<file path="src/rtl/cdc_toggle_req_tx.sv">
// cdc_toggle_req_tx: source end of a toggle-handshake CDC; one word in flight at a time.
// Latency: accept -> req_tgl flips at the same edge; ack_tgl edge -> done = SYNC_STAGES+1 edges.
// Backpressure: s_ready low from the cycle after accept until the echoed ack has been synchronized.
//
// Captures a DATA_W word on s_valid & s_ready and holds it on req_data while
// the destination samples it. The request is signalled by flipping req_tgl.
// The destination echoes the toggle on ack_tgl, which is synchronized into
// inclk through a SYNC_STAGES flop chain before any use.
//
// Ports
//   inclk          source clock, all logic on posedge
//   areset_n       async active-low reset (release must be synchronous to inclk)
//   s_valid/s_ready/s_data   word offer handshake
//   req_data       captured word, stable from capture until done
//   req_tgl        request toggle, flips once per accepted word
//   ack_tgl        async echo of req_tgl from the destination domain
//   done           1-cycle pulse when the in-flight word has been acknowledged
//   busy           high while a word is in flight
//   timeout_pulse  1-cycle pulse when a transfer has waited TIMEOUT_CYC cycles
//   timeout_flag   sticky timeout indication, cleared by timeout_clr
//   timeout_clr    clears timeout_flag
//
// Build option: define CDC_TX_TIMEOUT_EN to include the wait-timeout monitor.
// Without it timeout_pulse/timeout_flag are tied low and timeout_clr is ignored.

module cdc_toggle_req_tx #(
  parameter int DATA_W      = 8,
  parameter int SYNC_STAGES = 2,    // must be >= 2
  parameter int TIMEOUT_CYC = 1024  // must be >= 1
) (
  input  logic              inclk,
  input  logic              areset_n,
  input  logic              s_valid,
  output logic              s_ready,
  input  logic [DATA_W-1:0] s_data,
  output logic [DATA_W-1:0] req_data,
  output logic              req_tgl,
  input  logic              ack_tgl,
  output logic              done,
  output logic              busy,
  output logic              timeout_pulse,
  output logic              timeout_flag,
  input  logic              timeout_clr
);

  typedef enum logic {
    ST_IDLE = 1'b0,
    ST_WAIT = 1'b1
  } state_t;

  state_t                 state_q, state_d;
  logic [SYNC_STAGES-1:0] sync_q, sync_d;
  logic [DATA_W-1:0]      req_data_q, req_data_d;
  logic                   req_tgl_q, req_tgl_d;
  logic                   done_q, done_d;

  logic ack_s;    // synchronized ack toggle
  logic ack_eq;   // destination has caught up with the current request
  logic accept;   // word transfer at this edge

  // ------------------------------------------------------------------------
  // Ack synchronizer. ack_tgl only ever enters the first stage; everything
  // downstream looks at the last stage.
  // ------------------------------------------------------------------------
  always_comb begin
    sync_d = {sync_q[SYNC_STAGES-2:0], ack_tgl};
  end

  assign ack_s  = sync_q[SYNC_STAGES-1];
  assign ack_eq = (ack_s == req_tgl_q);

  // ------------------------------------------------------------------------
  // FSM: state register
  // ------------------------------------------------------------------------
  always_ff @(posedge inclk or negedge areset_n) begin
    if (!areset_n) begin
      state_q <= ST_IDLE;
    end else begin
      state_q <= state_d;
    end
  end

  // ------------------------------------------------------------------------
  // FSM: next state
  // ------------------------------------------------------------------------
  always_comb begin
    state_d = state_q;
    case (state_q)
      ST_IDLE: if (accept) state_d = ST_WAIT;
      ST_WAIT: if (ack_eq) state_d = ST_IDLE;
      default: state_d = ST_IDLE;
    endcase
  end

  // ------------------------------------------------------------------------
  // FSM: outputs. s_ready also requires ack_eq in IDLE so that a spurious
  // ack toggle from the destination stalls the source rather than letting a
  // new request race an out-of-step receiver. After the WAIT->IDLE edge the
  // toggles match, so s_ready is already high during the done cycle and a
  // held s_valid is taken at the edge that ends it.
  // ------------------------------------------------------------------------
  always_comb begin
    s_ready = 1'b0;
    busy    = 1'b0;
    case (state_q)
      ST_IDLE: s_ready = ack_eq;
      ST_WAIT: busy    = 1'b1;
      default: begin
        s_ready = 1'b0;
        busy    = 1'b0;
      end
    endcase
  end

  assign accept = s_valid & s_ready;

  // ------------------------------------------------------------------------
  // Datapath. req_data and req_tgl only move on accept, which can only
  // happen in IDLE, so both are frozen for the whole WAIT period.
  // ------------------------------------------------------------------------
  always_comb begin
    req_data_d = req_data_q;
    req_tgl_d  = req_tgl_q;
    if (accept) begin
      req_data_d = s_data;
      req_tgl_d  = ~req_tgl_q;
    end
    // Leaving WAIT happens on exactly one edge, so done is a single pulse.
    done_d = (state_q == ST_WAIT) && ack_eq;
  end

  always_ff @(posedge inclk or negedge areset_n) begin
    if (!areset_n) begin
      sync_q     <= '0;
      req_data_q <= '0;
      req_tgl_q  <= 1'b0;
      done_q     <= 1'b0;
    end else begin
      sync_q     <= sync_d;
      req_data_q <= req_data_d;
      req_tgl_q  <= req_tgl_d;
      done_q     <= done_d;
    end
  end

  assign req_data = req_data_q;
  assign req_tgl  = req_tgl_q;
  assign done     = done_q;

`ifdef CDC_TX_TIMEOUT_EN
  // ------------------------------------------------------------------------
  // Wait-timeout monitor. Report only: it never alters the handshake.
  // The counter restarts on every accept and saturates at TIMEOUT_CYC, so
  // the pulse fires at most once per transfer. The pulse is registered and
  // appears in the cycle where the counter first holds TIMEOUT_CYC.
  // ------------------------------------------------------------------------
  localparam int              CNT_W   = $clog2(TIMEOUT_CYC + 1);
  localparam logic [CNT_W-1:0] CNT_MAX = CNT_W'(TIMEOUT_CYC);

  logic [CNT_W-1:0] cnt_q, cnt_d;
  logic             tpulse_q, tpulse_d;
  logic             tflag_q, tflag_d;

  always_comb begin
    cnt_d = cnt_q;
    if (accept) begin
      cnt_d = '0;
    end else if ((state_q == ST_WAIT) && (cnt_q != CNT_MAX)) begin
      cnt_d = cnt_q + 1'b1;
    end

    tpulse_d = (state_q == ST_WAIT) && !accept && (cnt_q == (CNT_MAX - 1'b1));

    // A new timeout beats a simultaneous clear so no event is lost.
    tflag_d = tflag_q;
    if (timeout_clr) tflag_d = 1'b0;
    if (tpulse_d)    tflag_d = 1'b1;
  end

  always_ff @(posedge inclk or negedge areset_n) begin
    if (!areset_n) begin
      cnt_q    <= '0;
      tpulse_q <= 1'b0;
      tflag_q  <= 1'b0;
    end else begin
      cnt_q    <= cnt_d;
      tpulse_q <= tpulse_d;
      tflag_q  <= tflag_d;
    end
  end

  assign timeout_pulse = tpulse_q;
  assign timeout_flag  = tflag_q;
`else
  logic unused_timeout_clr;
  assign unused_timeout_clr = timeout_clr;

  assign timeout_pulse = 1'b0;
  assign timeout_flag  = 1'b0;
`endif

endmodule

</file>
<file path="config.mk">
export PLATFORM = sky130hd
export DESIGN_NAME = cdc_toggle_req_tx
export DESIGN_NICKNAME = d
export VERILOG_FILES = /design/src/rtl/cdc_toggle_req_tx.sv
export SDC_FILE = /design/constraint.sdc
export NUM_CORES = 1
export LEC_CHECK = 0
export ABC_AREA = 1
export BUFFER_PORTS_ARGS = -buffer_cell sky130_fd_sc_hd__buf_2
export CORE_AREA = 2 2 39 41
export DETAILED_ROUTE_END_ITERATION = 6
export DIE_AREA = 0 0 41 43
export GPL_TIMING_DRIVEN = 0
export PLACE_DENSITY = 0.74
export REMOVE_ABC_BUFFERS = 1
export SYNTH_ARGS = -nofsm -noshare
export SYNTH_HDL_FRONTEND = slang
export SYNTH_SLANG_ARGS = --single-unit
</file>
<file path="constraint.sdc">
create_clock -name inclk -period 1.7 [get_ports inclk]
set_input_delay 0.17 -clock inclk [delete_from_list [all_inputs] [get_ports inclk]]
set_output_delay 0.17 -clock inclk [all_outputs]
set_load 0.02 [all_outputs]
</file>
==> flow_summary.html, run 1 <==
<table>
<tr><th>Metric</th><th>Value</th></tr>
<tr><th colspan="2">Setup path</th></tr>
<tr><td>Worst-case reg-to-reg path depth</td><td>4</td></tr>
<tr><td>Type of origin of the critical path</td><td>register</td></tr>
<tr><td>Classification of the worst setup path</td><td>reg -&gt; out</td></tr>
<tr><td>Master of the slowest instance on the critical path</td><td>sky130_fd_sc_hd__dfrtp_1</td></tr>
<tr><td>Worst path arrival time</td><td>1.31 ns</td></tr>
<tr><td>Data required time of the critical path</td><td>1.53 ns</td></tr>
<tr><td>Maximum fanout along the worst path</td><td>11</td></tr>
<tr><td>Critical path, cell by cell</td><td>inv_1 -&gt; nand2_1 -&gt; nand2_2 -&gt; inv_2 -&gt; nor2_1 -&gt; buf_2</td></tr>
<tr><td>Peak per-stage delay on the critical path</td><td>0.41 ns</td></tr>
<tr><td>CP Capture Type</td><td>primary output</td></tr>
<tr><th colspan="2">Detailed routing</th></tr>
<tr><td>Number of design-rule violations left by the first detailed-router iteration</td><td>6</td></tr>
<tr><td>Via count</td><td>447</td></tr>
<tr><td>DRC violation count after routing</td><td>0</td></tr>
<tr><td>Antenna Violating Nets Remaining</td><td>0</td></tr>
<tr><td>Ratio of routed vias to standard cells</td><td>4.56</td></tr>
<tr><td>Wirelength per Cell</td><td>10.9 um</td></tr>
<tr><td>Pre-antenna DRT Iters</td><td>2</td></tr>
<tr><td>Wirelength, routed</td><td>1070 um</td></tr>
<tr><th colspan="2">Power</th></tr>
<tr><td>VDD IR max</td><td>0.769 mV</td></tr>
<tr><td>Power density over the cells</td><td>1800 mW/mm^2</td></tr>
<tr><td>Total leakage power</td><td>0.400 nW</td></tr>
<tr><td>Post-layout total power</td><td>1.25 mW</td></tr>
<tr><th colspan="2">Clock tree</th></tr>
<tr><td>Cts bufs inserted</td><td>3</td></tr>
<tr><td>CTS tree</td><td>yes</td></tr>
<tr><td>Num Clock Sinks</td><td>13</td></tr>
<tr><td>Buffer depth of the longest clock path</td><td>2</td></tr>
<tr><td>CTS root buf</td><td>sky130_fd_sc_hd__clkbuf_4</td></tr>
<tr><td>Clock slew seen by the registers of the worst setup and hold paths</td><td>0.08 ns</td></tr>
<tr><td>H-Tree Level Count</td><td>1</td></tr>
<tr><td>Clock network latency to the later pin of the worst-skew pair</td><td>0.27 ns</td></tr>
<tr><td>Post-CTS setup-driven buffer insertion count</td><td>0</td></tr>
<tr><th colspan="2">Global routing</th></tr>
<tr><td>GRT Resource Usage Total</td><td>14.6%</td></tr>
<tr><td>Via count of the first global-routing pass</td><td>399</td></tr>
<tr><td>Global-route wire length before repair</td><td>1730 um</td></tr>
<tr><td>Number of antenna violations at the first check in global routing</td><td>0</td></tr>
<tr><td>Largest net degree at the start of global routing</td><td>14</td></tr>
<tr><td>Total gr overflow</td><td>0</td></tr>
<tr><th colspan="2">Yosys</th></tr>
<tr><td>Fraction of registers with async set/reset</td><td>100%</td></tr>
<tr><td>Most common library cells after synthesis</td><td>20 x sky130_fd_sc_hd__nand2_1, 13 x sky130_fd_sc_hd__dfrtp_1, 9 x sky130_fd_sc_hd__nand4_1, 3 x sky130_fd_sc_hd__inv_1</td></tr>
<tr><td>Share of synthesized cell area in and, or, nand and nor gates</td><td>27.6%</td></tr>
<tr><td>Synthesis warning total</td><td>0</td></tr>
<tr><td>Ranking of synthesized cells by area</td><td>sky130_fd_sc_hd__dfrtp_1 58%, sky130_fd_sc_hd__nand2_1 13%, sky130_fd_sc_hd__nand4_1 10%, sky130_fd_sc_hd__clkbuf_8 4.9%, sky130_fd_sc_hd__buf_4 2.7%</td></tr>
<tr><td>Multiplexer area fraction after synthesis</td><td>0%</td></tr>
<tr><td>Part of the Yosys area used for sequential elements</td><td>57.9%</td></tr>
<tr><td>Dominant combinational cell family by area after synthesis</td><td>simple AND/OR/NAND/NOR gates</td></tr>
<tr><td>Cell with the most instances after synthesis</td><td>sky130_fd_sc_hd__nand2_1</td></tr>
<tr><td>Number of synthesized register bits</td><td>13</td></tr>
<tr><td>Prevailing post-synth register cell</td><td>sky130_fd_sc_hd__dfrtp_1</td></tr>
<tr><td>Netlist cell types</td><td>13</td></tr>
<tr><td>Parity-gate share of the synthesized area counting xor and xnor cells</td><td>0%</td></tr>
<tr><td>Synth top area share</td><td>57.9%</td></tr>
<tr><td>Top cell type by total area after synthesis</td><td>sky130_fd_sc_hd__dfrtp_1</td></tr>
<tr><td>Fraction of the mapped netlist area in adder cells</td><td>0%</td></tr>
<tr><td>Post-Synthesis Cell Area</td><td>562 um^2</td></tr>
<tr><td>Compound-cell area share of the yosys netlist</td><td>1.56%</td></tr>
<tr><td>Number of flops mapped to enable cells by yosys</td><td>0</td></tr>
<tr><td>Syn_area_per_cell</td><td>9.86 um^2</td></tr>
<tr><td>Gate Count Post-Synth</td><td>57</td></tr>
<tr><th colspan="2">Die</th></tr>
<tr><td>Number of standard-cell rows in the floorplan</td><td>14</td></tr>
<tr><td>Initial standard-cell utilization of the core</td><td>40.6%</td></tr>
<tr><td>Die height</td><td>43 um</td></tr>
<tr><td>Io pins</td><td>27</td></tr>
<tr><td>Horizontal die dimension</td><td>41 um</td></tr>
<tr><td>Die Footprint</td><td>0.00176 mm^2</td></tr>
<tr><td>Placeable core area</td><td>0.00138 mm^2</td></tr>
<tr><th colspan="2">Layout</th></tr>
<tr><td>Final standard cell utilization of the core</td><td>50.1%</td></tr>
<tr><td>Antenna Diode Count</td><td>0</td></tr>
<tr><td>Share of post-route cells with drive strength above 1</td><td>36.6%</td></tr>
<tr><td>Post-synthesis to final-layout area growth</td><td>23.4%</td></tr>
<tr><td>Number of cells in the finished layout apart from fillers</td><td>98</td></tr>
<tr><td>Net total in the final layout</td><td>96</td></tr>
<tr><th colspan="2">Timing</th></tr>
<tr><td>Final hold slack</td><td>0.152 ns</td></tr>
<tr><td>Unrepaired setup endpoints after global routing</td><td>no</td></tr>
<tr><td>Number of setup violations in the final report</td><td>0</td></tr>
<tr><td>Final Hold Violating Endpoints</td><td>0</td></tr>
<tr><td>Max Clock Skew</td><td>0.000942 ns</td></tr>
<tr><td>Time the worst path needs with I/O delays and setup</td><td>1.48 ns</td></tr>
<tr><td>Setup TNS</td><td>0 ns</td></tr>
<tr><td>Fin. max-slew vios</td><td>0</td></tr>
<tr><td>Period utilization</td><td>87.0%</td></tr>
<tr><td>Maximum achievable frequency</td><td>676 MHz</td></tr>
<tr><th colspan="2">Place</th></tr>
<tr><td>Count of placed standard cells including taps</td><td>92</td></tr>
<tr><td>Hpwl dp</td><td>745 um</td></tr>
<tr><td>Final weighted congestion of routability-driven global placement</td><td>0.612</td></tr>
<tr><td>Quantity of I/O buffers inserted on ports</td><td>23</td></tr>
<tr><th colspan="2">Status</th></tr>
<tr><td>Status</td><td>finished, final reports clean</td></tr>
<tr><th colspan="2">Min path</th></tr>
<tr><td>Worst hold stages</td><td>3</td></tr>
<tr><td>Path type of the worst min-delay path</td><td>in -&gt; reg</td></tr>
<tr><th colspan="2">Run</th></tr>
<tr><td>Number of max-cap violations</td><td>0</td></tr>
</table>
==> stage by stage <==
stage | instance area [um^2] | setup slack (ns)
after detailed placement | 647 | 0.425
after floorplan | 512 | 0.440
final | 693 | 0.222
after CTS | 693 | 0.210
after global routing | 693 | 0.103
after global placement | 647 | 0.438
==> placed cells by master (no fill, tap or decap) <==
master / n
sky130_fd_sc_hd__dlygate4sd3_1: 2
sky130_fd_sc_hd__buf_2: 23
sky130_fd_sc_hd__nand2_2: 1
sky130_fd_sc_hd__nor2_1: 2
sky130_fd_sc_hd__o21ai_2: 1
sky130_fd_sc_hd__nand4_1: 9
sky130_fd_sc_hd__inv_2: 1
sky130_fd_sc_hd__clkbuf_1: 1
sky130_fd_sc_hd__inv_1: 3
sky130_fd_sc_hd__nand3_2: 1
sky130_fd_sc_hd__clkbuf_4: 3
sky130_fd_sc_hd__conb_1: 2
sky130_fd_sc_hd__dfrtp_1: 13
sky130_fd_sc_hd__nand2_1: 20
==> power breakdown <==
| group | internal [mW] | total (mW) | switching [mW] |
|---|---|---|---|
| Sequential | 0.429 | 0.494 | 0.0651 |
| Clock | 0.0908 | 0.188 | 0.0975 |
| Combinational | 0.173 | 0.567 | 0.394 |
| Total | 0.692 | 1.25 | 0.557 |
==> path summary, 6_finish.rpt <==
path	endpoint	slack, ns	start
setup / recovery	s_ready	0.22	req_tgl
setup reg to reg	req_data[6]	0.39	state_q
hold reg to reg	sync_q[1]	0.36	sync_q[0]
max in group asynchronous	req_data[6]	1.17	areset_n
hold / removal	req_data[2]	0.15	s_data[2]
min in group asynchronous	done	0.31	areset_n
==> critical path: cells and delay by family, from the launching register on <==
kind	cells	cell delay (ns)
flip-flops	1	0.41
buffers and inverters	3	0.30
AND/OR/NAND/NOR	3	0.32
==> cell type report <==
cell class                      count  area [um^2]
Clock buffer                        4         26.3
Fill cell                         134          691
Inverter                            4         15.0
Multi-Input combinational cell     36          171
Sequential cell                    13          325
Tap cell                           16         20.0
Timing Repair Buffer               25          135
==> state kept, by name, indices dropped and copies added, names as in the netlist <==
register / flops
req_tgl: 1
done: 1
state_q: 1
sync_q: 2
req_data: 8
==> routing by layer <==
layer	vias to the layer above	GRT usage (%)	routed length (um)
met5	-	0	0
met4	0	10.0	12
met3	2	3.14	65
met2	18	18.1	468
met1	194	21.8	524
li1	233	-	-
==> repair_timing <==
action                                 in CTS  in global routing
hold buffers                                2                  0
gates resized for setup                     0                  0
endpoints found under the hold margin      14                  0
==> logic make-up after synthesis <==
logic type / Yosys count
other: 1
buffers and inverters: 9
and+or+nand+nor: 33
DFF: 13
AOI/OAI and AO/OA: 1
No activity file was read; power rests on OpenSTA's default activity.
==> inputs of run 2 (changes only) <==
- ABC_AREA: 1 -> unset
- PLACE_DENSITY: 0.74 -> 0.71
==> run 2 against run 1 <==
Net effect:
- hold slack lost 0.025 ns
- utilization up 0.27 points
- via count shrank 24%
- combinational power rose by 11%
- clock-buffer cell count stayed put
- synthesized cell count is 42% lower
- largest power group unchanged
==> flow_summary.html, run 2 <==
<table>
<tr><th>Metric</th><th>Value</th></tr>
<tr><th colspan="2">Yosys</th></tr>
<tr><td>Synthesis warning total</td><td>0 (unchanged)</td></tr>
<tr><td>Cell with the most instances after synthesis</td><td>sky130_fd_sc_hd__dfrtp_1</td></tr>
<tr><td>Syn_area_per_cell</td><td>16.0 um^2 (+62%)</td></tr>
<tr><td>Compound-cell area share of the yosys netlist</td><td>2.61% (+1.1 points)</td></tr>
<tr><td>Netlist cell types</td><td>12 (-1)</td></tr>
<tr><td>Top cell type by total area after synthesis</td><td>sky130_fd_sc_hd__dfrtp_1</td></tr>
<tr><td>Fraction of the mapped netlist area in adder cells</td><td>0% (unchanged)</td></tr>
<tr><td>Fraction of registers with async set/reset</td><td>100% (unchanged)</td></tr>
<tr><td>Gate Count Post-Synth</td><td>33 (-42%)</td></tr>
<tr><td>Number of flops mapped to enable cells by yosys</td><td>0 (unchanged)</td></tr>
<tr><td>Dominant combinational cell family by area after synthesis</td><td>multiplexers</td></tr>
<tr><td>Number of synthesized register bits</td><td>13 (unchanged)</td></tr>
<tr><td>Post-Synthesis Cell Area</td><td>527 um^2 (-6.2%)</td></tr>
<tr><td>Parity-gate share of the synthesized area counting xor and xnor cells</td><td>3.09% (+3.1 points)</td></tr>
<tr><td>Synth top area share</td><td>61.8% (+3.9 points)</td></tr>
<tr><td>Prevailing post-synth register cell</td><td>sky130_fd_sc_hd__dfrtp_1</td></tr>
<tr><td>Most common library cells after synthesis</td><td>13 x sky130_fd_sc_hd__dfrtp_1, 8 x sky130_fd_sc_hd__mux2_4, 2 x sky130_fd_sc_hd__buf_4, 2 x sky130_fd_sc_hd__nor2_1</td></tr>
<tr><td>Multiplexer area fraction after synthesis</td><td>22.8% (+23 points)</td></tr>
<tr><td>Share of synthesized cell area in and, or, nand and nor gates</td><td>5.46% (-22 points)</td></tr>
<tr><td>Ranking of synthesized cells by area</td><td>sky130_fd_sc_hd__dfrtp_1 62%, sky130_fd_sc_hd__mux2_4 23%, sky130_fd_sc_hd__xor2_2 3.1%, sky130_fd_sc_hd__buf_4 2.9%, sky130_fd_sc_hd__nor2_4 2.1%</td></tr>
<tr><td>Part of the Yosys area used for sequential elements</td><td>61.8% (+3.9 points)</td></tr>
<tr><th colspan="2">Detailed routing</th></tr>
<tr><td>Via count</td><td>338 (-24%)</td></tr>
<tr><td>Number of design-rule violations left by the first detailed-router iteration</td><td>4 (-2)</td></tr>
<tr><td>Antenna Violating Nets Remaining</td><td>0 (unchanged)</td></tr>
<tr><td>Wirelength, routed</td><td>839 um (-22%)</td></tr>
<tr><td>DRC violation count after routing</td><td>0 (unchanged)</td></tr>
<tr><td>Wirelength per Cell</td><td>10.9 um (-0.30%)</td></tr>
<tr><td>Pre-antenna DRT Iters</td><td>3 (+1)</td></tr>
<tr><td>Ratio of routed vias to standard cells</td><td>4.39 (-3.8%)</td></tr>
<tr><th colspan="2">Place</th></tr>
<tr><td>Hpwl dp</td><td>608 um (-18%)</td></tr>
<tr><td>Quantity of I/O buffers inserted on ports</td><td>23 (unchanged)</td></tr>
<tr><td>Post-Place Cell Area</td><td>651 um^2 (+0.58%)</td></tr>
<tr><td>DP Worst Slack</td><td>0.257 ns (-0.168 ns)</td></tr>
<tr><td>Count of placed standard cells including taps</td><td>71 (-23%)</td></tr>
<tr><td>Final weighted congestion of routability-driven global placement</td><td>0.636 (+4.0%)</td></tr>
<tr><th colspan="2">Layout</th></tr>
<tr><td>Post-route cell area</td><td>697 um^2 (+0.54%)</td></tr>
<tr><td>Net total in the final layout</td><td>75 (-22%)</td></tr>
<tr><td>Antenna Diode Count</td><td>0 (unchanged)</td></tr>
<tr><td>Share of post-route cells with drive strength above 1</td><td>60.7% (+24 points)</td></tr>
<tr><td>Leading cell types in the layout, fill and taps excluded</td><td>23 x sky130_fd_sc_hd__buf_2, 13 x sky130_fd_sc_hd__dfrtp_1, 8 x sky130_fd_sc_hd__mux2_4</td></tr>
<tr><td>Area of the multi-input gates</td><td>186 um^2 (+8.8%)</td></tr>
<tr><td>Flip-flop count of the largest register, all copies and words added</td><td>8 (unchanged)</td></tr>
<tr><td>Most common cell after layout, fill and taps aside</td><td>sky130_fd_sc_hd__buf_2</td></tr>
<tr><td>Number of cells in the finished layout apart from fillers</td><td>77 (-21%)</td></tr>
<tr><td>Post-synthesis to final-layout area growth</td><td>32.3%</td></tr>
<tr><td>Final standard cell utilization of the core</td><td>50.4% (+0.27 points)</td></tr>
<tr><td>Filler instances</td><td>131 (-2.2%)</td></tr>
<tr><td>Area occupied by registers</td><td>325 um^2 (unchanged)</td></tr>
<tr><th colspan="2">Setup path</th></tr>
<tr><td>Peak per-stage delay on the critical path</td><td>0.42 ns (about the same)</td></tr>
<tr><td>Buffers and inverters on the worst path</td><td>0 (-3)</td></tr>
<tr><td>Worst path arrival time</td><td>1.59 ns (+0.28 ns)</td></tr>
<tr><td>Worst setup path end</td><td>req_data[6]</td></tr>
<tr><td>Worst R2R Setup Slack</td><td>0.27 ns (-0.12 ns)</td></tr>
<tr><td>Startpoint of the worst register-to-register path</td><td>req_tgl</td></tr>
<tr><td>Worst-case reg-to-reg path depth</td><td>3 (-1)</td></tr>
<tr><td>Kind of cell with the highest combined delay on the critical path</td><td>flip-flops</td></tr>
<tr><td>Data required time of the critical path</td><td>1.85 ns (+0.32 ns)</td></tr>
<tr><td>Path length in cells of the critical path</td><td>3 (-3)</td></tr>
<tr><td>Worst flop-to-flop path endpoint</td><td>req_data[6]</td></tr>
<tr><td>Type of origin of the critical path</td><td>register</td></tr>
<tr><td>Master of the slowest instance on the critical path</td><td>sky130_fd_sc_hd__dfrtp_1</td></tr>
<tr><td>Critical path, cell by cell</td><td>xor2_2 -&gt; nor2_4 -&gt; mux2_4</td></tr>
<tr><td>CP Capture Type</td><td>register</td></tr>
<tr><td>Classification of the worst setup path</td><td>reg -&gt; reg</td></tr>
<tr><td>Maximum fanout along the worst path</td><td>9 (-2)</td></tr>
<tr><td>Critical Path Start</td><td>req_tgl</td></tr>
<tr><th colspan="2">Timing</th></tr>
<tr><td>Minimum setup slack in the final design</td><td>0.266 ns (+0.0448 ns)</td></tr>
<tr><td>Number of setup violations in the final report</td><td>0 (unchanged)</td></tr>
<tr><td>Time the worst path needs with I/O delays and setup</td><td>1.43 ns (-0.0448 ns)</td></tr>
<tr><td>Setup TNS</td><td>0 ns (unchanged)</td></tr>
<tr><td>Fin. max-slew vios</td><td>0 (unchanged)</td></tr>
<tr><td>Unrepaired setup endpoints after global routing</td><td>no</td></tr>
<tr><td>Final Hold Violating Endpoints</td><td>0 (unchanged)</td></tr>
<tr><td>Maximum achievable frequency</td><td>698 MHz (+3.1%)</td></tr>
<tr><td>Max Clock Skew</td><td>0.00235 ns (+0.00141 ns)</td></tr>
<tr><td>Period utilization</td><td>84.3% (-2.6 points)</td></tr>
<tr><td>Final hold slack</td><td>0.127 ns (-0.0252 ns)</td></tr>
<tr><th colspan="2">Clock tree</th></tr>
<tr><td>Cts bufs inserted</td><td>3 (unchanged)</td></tr>
<tr><td>Clock network latency to the later pin of the worst-skew pair</td><td>0.27 ns (about the same)</td></tr>
<tr><td>CTS tree</td><td>yes</td></tr>
<tr><td>Num Clock Sinks</td><td>13 (unchanged)</td></tr>
<tr><td>CTS root buf</td><td>sky130_fd_sc_hd__clkbuf_4</td></tr>
<tr><td>Buffer depth of the longest clock path</td><td>2 (unchanged)</td></tr>
<tr><td>Clock slew seen by the registers of the worst setup and hold paths</td><td>0.07 ns (about the same)</td></tr>
<tr><td>Post-CTS setup-driven buffer insertion count</td><td>0 (unchanged)</td></tr>
<tr><td>H-Tree Level Count</td><td>1 (unchanged)</td></tr>
<tr><th colspan="2">Global routing</th></tr>
<tr><td>Total gr overflow</td><td>0 (unchanged)</td></tr>
<tr><td>Global-route wire length before repair</td><td>1420 um (-18%)</td></tr>
<tr><td>Via count of the first global-routing pass</td><td>356 (-11%)</td></tr>
<tr><td>Largest net degree at the start of global routing</td><td>14 (unchanged)</td></tr>
<tr><td>GRT Resource Usage Total</td><td>12.3% (-2.3 points)</td></tr>
<tr><td>Number of antenna violations at the first check in global routing</td><td>0 (unchanged)</td></tr>
<tr><th colspan="2">Die</th></tr>
<tr><td>Initial standard-cell utilization of the core</td><td>38.1% (-2.5 points)</td></tr>
<tr><td>Horizontal die dimension</td><td>41 um (unchanged)</td></tr>
<tr><td>Placeable core area</td><td>0.00138 mm^2 (unchanged)</td></tr>
<tr><td>Die height</td><td>43 um (unchanged)</td></tr>
<tr><td>Die Footprint</td><td>0.00176 mm^2 (unchanged)</td></tr>
<tr><td>Io pins</td><td>27 (unchanged)</td></tr>
<tr><td>Number of standard-cell rows in the floorplan</td><td>14 (unchanged)</td></tr>
<tr><th colspan="2">Run</th></tr>
<tr><td>Number of max-cap violations</td><td>0 (unchanged)</td></tr>
<tr><th colspan="2">Status</th></tr>
<tr><td>Status</td><td>finished, final reports clean</td></tr>
<tr><th colspan="2">Min path</th></tr>
<tr><td>Path type of the worst min-delay path</td><td>in -&gt; reg</td></tr>
<tr><th colspan="2">Power</th></tr>
<tr><td>Post-layout total power</td><td>1.32 mW (+6.0%)</td></tr>
<tr><td>Total leakage power</td><td>0.367 nW (-8.3%)</td></tr>
<tr><td>VDD IR max</td><td>0.801 mV (+4.3%)</td></tr>
<tr><td>Power density over the cells</td><td>1900 mW/mm^2 (+5.5%)</td></tr>
</table>
[run 2: cell count changes in the layout (fill, tap and decap cells not counted)]
cell                       previous run  this run
sky130_fd_sc_hd__nand2_1             20         1
sky130_fd_sc_hd__nand4_1              9         0
sky130_fd_sc_hd__mux2_4               0         8
sky130_fd_sc_hd__inv_1                3         1
sky130_fd_sc_hd__a21o_2               0         1
sky130_fd_sc_hd__inv_2                1         0
sky130_fd_sc_hd__nand2_2              1         0
sky130_fd_sc_hd__nand2b_1             0         1
sky130_fd_sc_hd__nand3_2              1         0
sky130_fd_sc_hd__nor2_4               0         1
sky130_fd_sc_hd__o21ai_0              0         1
sky130_fd_sc_hd__o21ai_2              1         0
sky130_fd_sc_hd__xor2_2               0         1
[run 2: logic make-up after synthesis]
family / count (synthesis)
simple gates: 5
compound gates: 2
xor+xnor: 1
flops: 13
buf+inv: 3
mux: 8
other cells: 1
[run 2: cell type report]
cell class                 count  area share, %
tap                           16           2.87
sequential                    13           46.7
inverter                       1          0.539
clock buffer                   4           3.77
timing repair buffer          25           19.4
multi-input combinational     18           26.8
[run 2: how the worst min path moves through the flow]
stage	slack, ns	startpoint	to	cells after the start
2_1_floorplan	-0.13	areset_n	done	0
3_3_place_gp	0.06	areset_n	req_data[0]	1
3_5_place_dp	0.07	areset_n	req_data[7]	1
4_1_cts	0.11	s_data[1]	req_data[1]	2
5_1_grt	0.11	s_data[1]	req_data[1]	2
6_report	0.13	s_data[1]	req_data[1]	2
[run 2: what timing repair did]
action	4_1_cts	5_1_grt
endpoints found under the hold margin	14	0
resized for setup	0	0
hold buffers	2	0
[run 2: report_power, final]
part	internal [mW]	total, mW	switching, mW
sequential	0.438	0.515	0.0765
clock	0.0907	0.182	0.0912
combinational	0.297	0.628	0.331
total	0.826	1.32	0.499
[run 2: layer usage]
metal | global-route usage (%) | wire length, um
met2 | 18.4 | 445
met3 | 4.71 | 41
met4 | 6.00 | 0
met1 | 14.7 | 351
met5 | 0 | 0
[run 2: worst reg2reg max path, stage by stage, from the launching register on]
cell and delay [ns]:
sky130_fd_sc_hd__dfrtp_1 0.42, sky130_fd_sc_hd__xor2_2 0.22, sky130_fd_sc_hd__nor2_4 0.34, sky130_fd_sc_hd__mux2_4 0.34
==> inputs of run 3 (changes only) <==
- ABC_AREA: unset -> 1
- CORE_AREA: 2 2 39 41 -> unset
- CORE_UTILIZATION: unset -> 43
- DIE_AREA: 0 0 41 43 -> unset
- PLACE_DENSITY: 0.71 -> 0.75
- clock period: 1.7 -> 1.4 ns (I/O delays scaled with it)
==> run 3 against run 2 <==
Net effect:
- sequential share of layout area down 1.4 points
- largest cell class unchanged
- cell count grew 27%
- wire length is 28% higher
- design area grew 3.1%
- sequential power is 17% higher
- clock skew down 0.0014 ns
- first-iteration DRC count up 50%
- flip-flop and latch count did not move
==> flow_summary.html, run 3 (synthesis results as in run 1) <==
<table>
<tr><th>Metric</th><th>Value</th></tr>
<tr><th colspan="2">Status</th></tr>
<tr><td>Status</td><td>finished, final reports clean</td></tr>
<tr><th colspan="2">Global routing</th></tr>
<tr><td>Largest net degree at the start of global routing</td><td>14 (unchanged)</td></tr>
<tr><td>GRT Resource Usage Total</td><td>18.0% (+5.8 points)</td></tr>
<tr><td>Global-route wire length before repair</td><td>1670 um (+17%)</td></tr>
<tr><td>Total gr overflow</td><td>0 (unchanged)</td></tr>
<tr><td>Number of antenna violations at the first check in global routing</td><td>0 (unchanged)</td></tr>
<tr><td>Via count of the first global-routing pass</td><td>400 (+12%)</td></tr>
<tr><th colspan="2">Power</th></tr>
<tr><td>VDD IR max</td><td>1.14 mV (+43%)</td></tr>
<tr><td>Power density over the cells</td><td>2190 mW/mm^2 (+15%)</td></tr>
<tr><td>Total leakage power</td><td>0.411 nW (+12%)</td></tr>
<tr><td>Post-layout total power</td><td>1.58 mW (+19%)</td></tr>
<tr><th colspan="2">Place</th></tr>
<tr><td>Hpwl dp</td><td>786 um (+29%)</td></tr>
<tr><td>Quantity of I/O buffers inserted on ports</td><td>23 (unchanged)</td></tr>
<tr><td>Final weighted congestion of routability-driven global placement</td><td>0.600 (-5.7%)</td></tr>
<tr><th colspan="2">Layout</th></tr>
<tr><td>Area occupied by registers</td><td>325 um^2 (unchanged)</td></tr>
<tr><td>Antenna Diode Count</td><td>0 (unchanged)</td></tr>
<tr><td>Share of post-route cells with drive strength above 1</td><td>41.7% (-19 points)</td></tr>
<tr><td>Post-synthesis to final-layout area growth</td><td>27.8%</td></tr>
<tr><td>Net total in the final layout</td><td>98 (+31%)</td></tr>
<tr><td>Leading cell types in the layout, fill and taps excluded</td><td>22 x sky130_fd_sc_hd__buf_2, 20 x sky130_fd_sc_hd__nand2_1, 13 x sky130_fd_sc_hd__dfrtp_1</td></tr>
<tr><td>Area of the multi-input gates</td><td>176 um^2 (-5.4%)</td></tr>
<tr><td>Most common cell after layout, fill and taps aside</td><td>sky130_fd_sc_hd__buf_2</td></tr>
<tr><td>Flip-flop count of the largest register, all copies and words added</td><td>8 (unchanged)</td></tr>
<tr><td>Filler instances</td><td>109 (-17%)</td></tr>
<tr><th colspan="2">Detailed routing</th></tr>
<tr><td>Pre-antenna DRT Iters</td><td>2 (-1)</td></tr>
<tr><td>Via count</td><td>464 (+37%)</td></tr>
<tr><td>Ratio of routed vias to standard cells</td><td>4.73 (+7.9%)</td></tr>
<tr><td>Antenna Violating Nets Remaining</td><td>0 (unchanged)</td></tr>
<tr><td>DRC violation count after routing</td><td>0 (unchanged)</td></tr>
<tr><td>Wirelength per Cell</td><td>11.0 um (+0.67%)</td></tr>
<tr><td>Number of design-rule violations left by the first detailed-router iteration</td><td>6 (+2)</td></tr>
<tr><td>Wirelength, routed</td><td>1080 um (+28%)</td></tr>
<tr><th colspan="2">Clock tree</th></tr>
<tr><td>Clock slew seen by the registers of the worst setup and hold paths</td><td>0.08 ns (about the same)</td></tr>
<tr><td>Buffer depth of the longest clock path</td><td>2 (unchanged)</td></tr>
<tr><td>H-Tree Level Count</td><td>1 (unchanged)</td></tr>
<tr><td>Clock network latency to the later pin of the worst-skew pair</td><td>0.27 ns (about the same)</td></tr>
<tr><td>CTS root buf</td><td>sky130_fd_sc_hd__clkbuf_4</td></tr>
<tr><td>Num Clock Sinks</td><td>13 (unchanged)</td></tr>
<tr><td>Cts bufs inserted</td><td>3 (unchanged)</td></tr>
<tr><td>CTS tree</td><td>yes</td></tr>
<tr><th colspan="2">Min path</th></tr>
<tr><td>Path type of the worst min-delay path</td><td>in -&gt; reg</td></tr>
<tr><th colspan="2">Timing</th></tr>
<tr><td>Number of setup violations in the final report</td><td>0 (unchanged)</td></tr>
<tr><td>Unrepaired setup endpoints after global routing</td><td>no</td></tr>
<tr><td>Time the worst path needs with I/O delays and setup</td><td>1.30 ns</td></tr>
<tr><td>Max Clock Skew</td><td>0.000967 ns (-0.00138 ns)</td></tr>
<tr><td>Maximum achievable frequency</td><td>767 MHz</td></tr>
<tr><td>Period utilization</td><td>93.1%</td></tr>
<tr><td>Setup TNS</td><td>0 ns (unchanged)</td></tr>
<tr><td>Fin. max-slew vios</td><td>0 (unchanged)</td></tr>
<tr><td>Final hold slack</td><td>0.120 ns (-0.00736 ns)</td></tr>
<tr><td>Final Hold Violating Endpoints</td><td>0 (unchanged)</td></tr>
<tr><th colspan="2">Setup path</th></tr>
<tr><td>Worst path arrival time</td><td>1.16 ns (-0.43 ns)</td></tr>
<tr><td>CP Capture Type</td><td>primary output</td></tr>
<tr><td>Data required time of the critical path</td><td>1.26 ns (-0.59 ns)</td></tr>
<tr><td>Type of origin of the critical path</td><td>register</td></tr>
<tr><td>Classification of the worst setup path</td><td>reg -&gt; out</td></tr>
<tr><td>Maximum fanout along the worst path</td><td>4 (-5)</td></tr>
<tr><th colspan="2">Die</th></tr>
<tr><td>Die height</td><td>38.1 um (-11%)</td></tr>
<tr><td>Number of standard-cell rows in the floorplan</td><td>12 (-2)</td></tr>
<tr><td>Horizontal die dimension</td><td>38.1 um (-7.0%)</td></tr>
<tr><td>Initial standard-cell utilization of the core</td><td>48.6% (+11 points)</td></tr>
<tr><td>Placeable core area</td><td>0.00116 mm^2 (-16%)</td></tr>
<tr><td>Io pins</td><td>27 (unchanged)</td></tr>
<tr><td>Die Footprint</td><td>0.00146 mm^2 (-17%)</td></tr>
<tr><th colspan="2">Run</th></tr>
<tr><td>Number of max-cap violations</td><td>0 (unchanged)</td></tr>
</table>
run 3: final cells by class:
class / instances / area share (%)
tap: 14 / 2.44
clock inverter: 1 / 0.697
inverter: 4 / 2.61
sequential: 13 / 45.3
clock buffer: 3 / 3.14
timing repair buffer: 27 / 21.3
multi-input combinational: 36 / 24.6
run 3: layer usage:
layer / GRT usage, % / vias to the layer above / wire length, um / part of all wire (%)
met4: 13.4 / 0 / 10 / 0.93
li1: - / 238 / - / -
met1: 20.8 / 207 / 456 / 42
met5: 0 / - / 0 / 0
met3: 5.81 / 2 / 57 / 5.3
met2: 27.5 / 17 / 551 / 51
run 3: path summary, 6_finish.rpt:
| kind | from | to | slack (ns) | depth (start not counted) |
|---|---|---|---|---|
| max | req_tgl | s_ready | 0.1 | 6 |
| min | s_data[4] | req_data[4] | 0.12 | 3 |
| max reg2reg | req_tgl | req_data[0] | 0.15 | 7 |
| min reg2reg | sync_q[0] | sync_q[1] | 0.36 | 0 |
| max in group asynchronous | areset_n | sync_q[1] | 0.90 | 2 |
| min in group asynchronous | areset_n | req_data[5] | 0.28 | 2 |
run 3: timing repair:
action                                  in CTS  in global routing
hold endpoints to repair                    14                  0
hold buffers                                 2                  0
buffers inserted                             2                  0
gates resized for setup                      1                  3
pin swaps                                    1                  0
cloned                                       0                  0
endpoints found under the setup margin       1                  4
run 3: stage by stage:
stage / area [um^2] / util [%] / setup WS [ns] / instances
3_3_place_gp: 644 / 55.7 / 0.122 / 90
4_1_cts: 712 / 61.6 / 0.0534 / 98
5_1_grt: 718 / 62.1 / 0.0132 / 98
3_5_place_dp: 644 / 55.7 / 0.100 / 90
6_report: 718 / 62.1 / 0.0961 / 98
2_1_floorplan: 512 / - / 0.170 / 53
run 3: critical path, stage by stage, from the launching register on:
cell and delay, ns:
sky130_fd_sc_hd__dfrtp_1 0.41, sky130_fd_sc_hd__inv_2 0.07, sky130_fd_sc_hd__nand2_1 0.07, sky130_fd_sc_hd__nand2_4 0.08, sky130_fd_sc_hd__inv_2 0.03, sky130_fd_sc_hd__nor2_1 0.08
sky130_fd_sc_hd__buf_4 0.15
run 3: where the power goes:
part | internal (mW) | switching (mW) | total (mW) | leakage, nW
Clock | 0.106 | 0.119 | 0.225 | 0.0177
Combinational | 0.256 | 0.491 | 0.747 | 0.232
Sequential | 0.521 | 0.0835 | 0.604 | 0.161
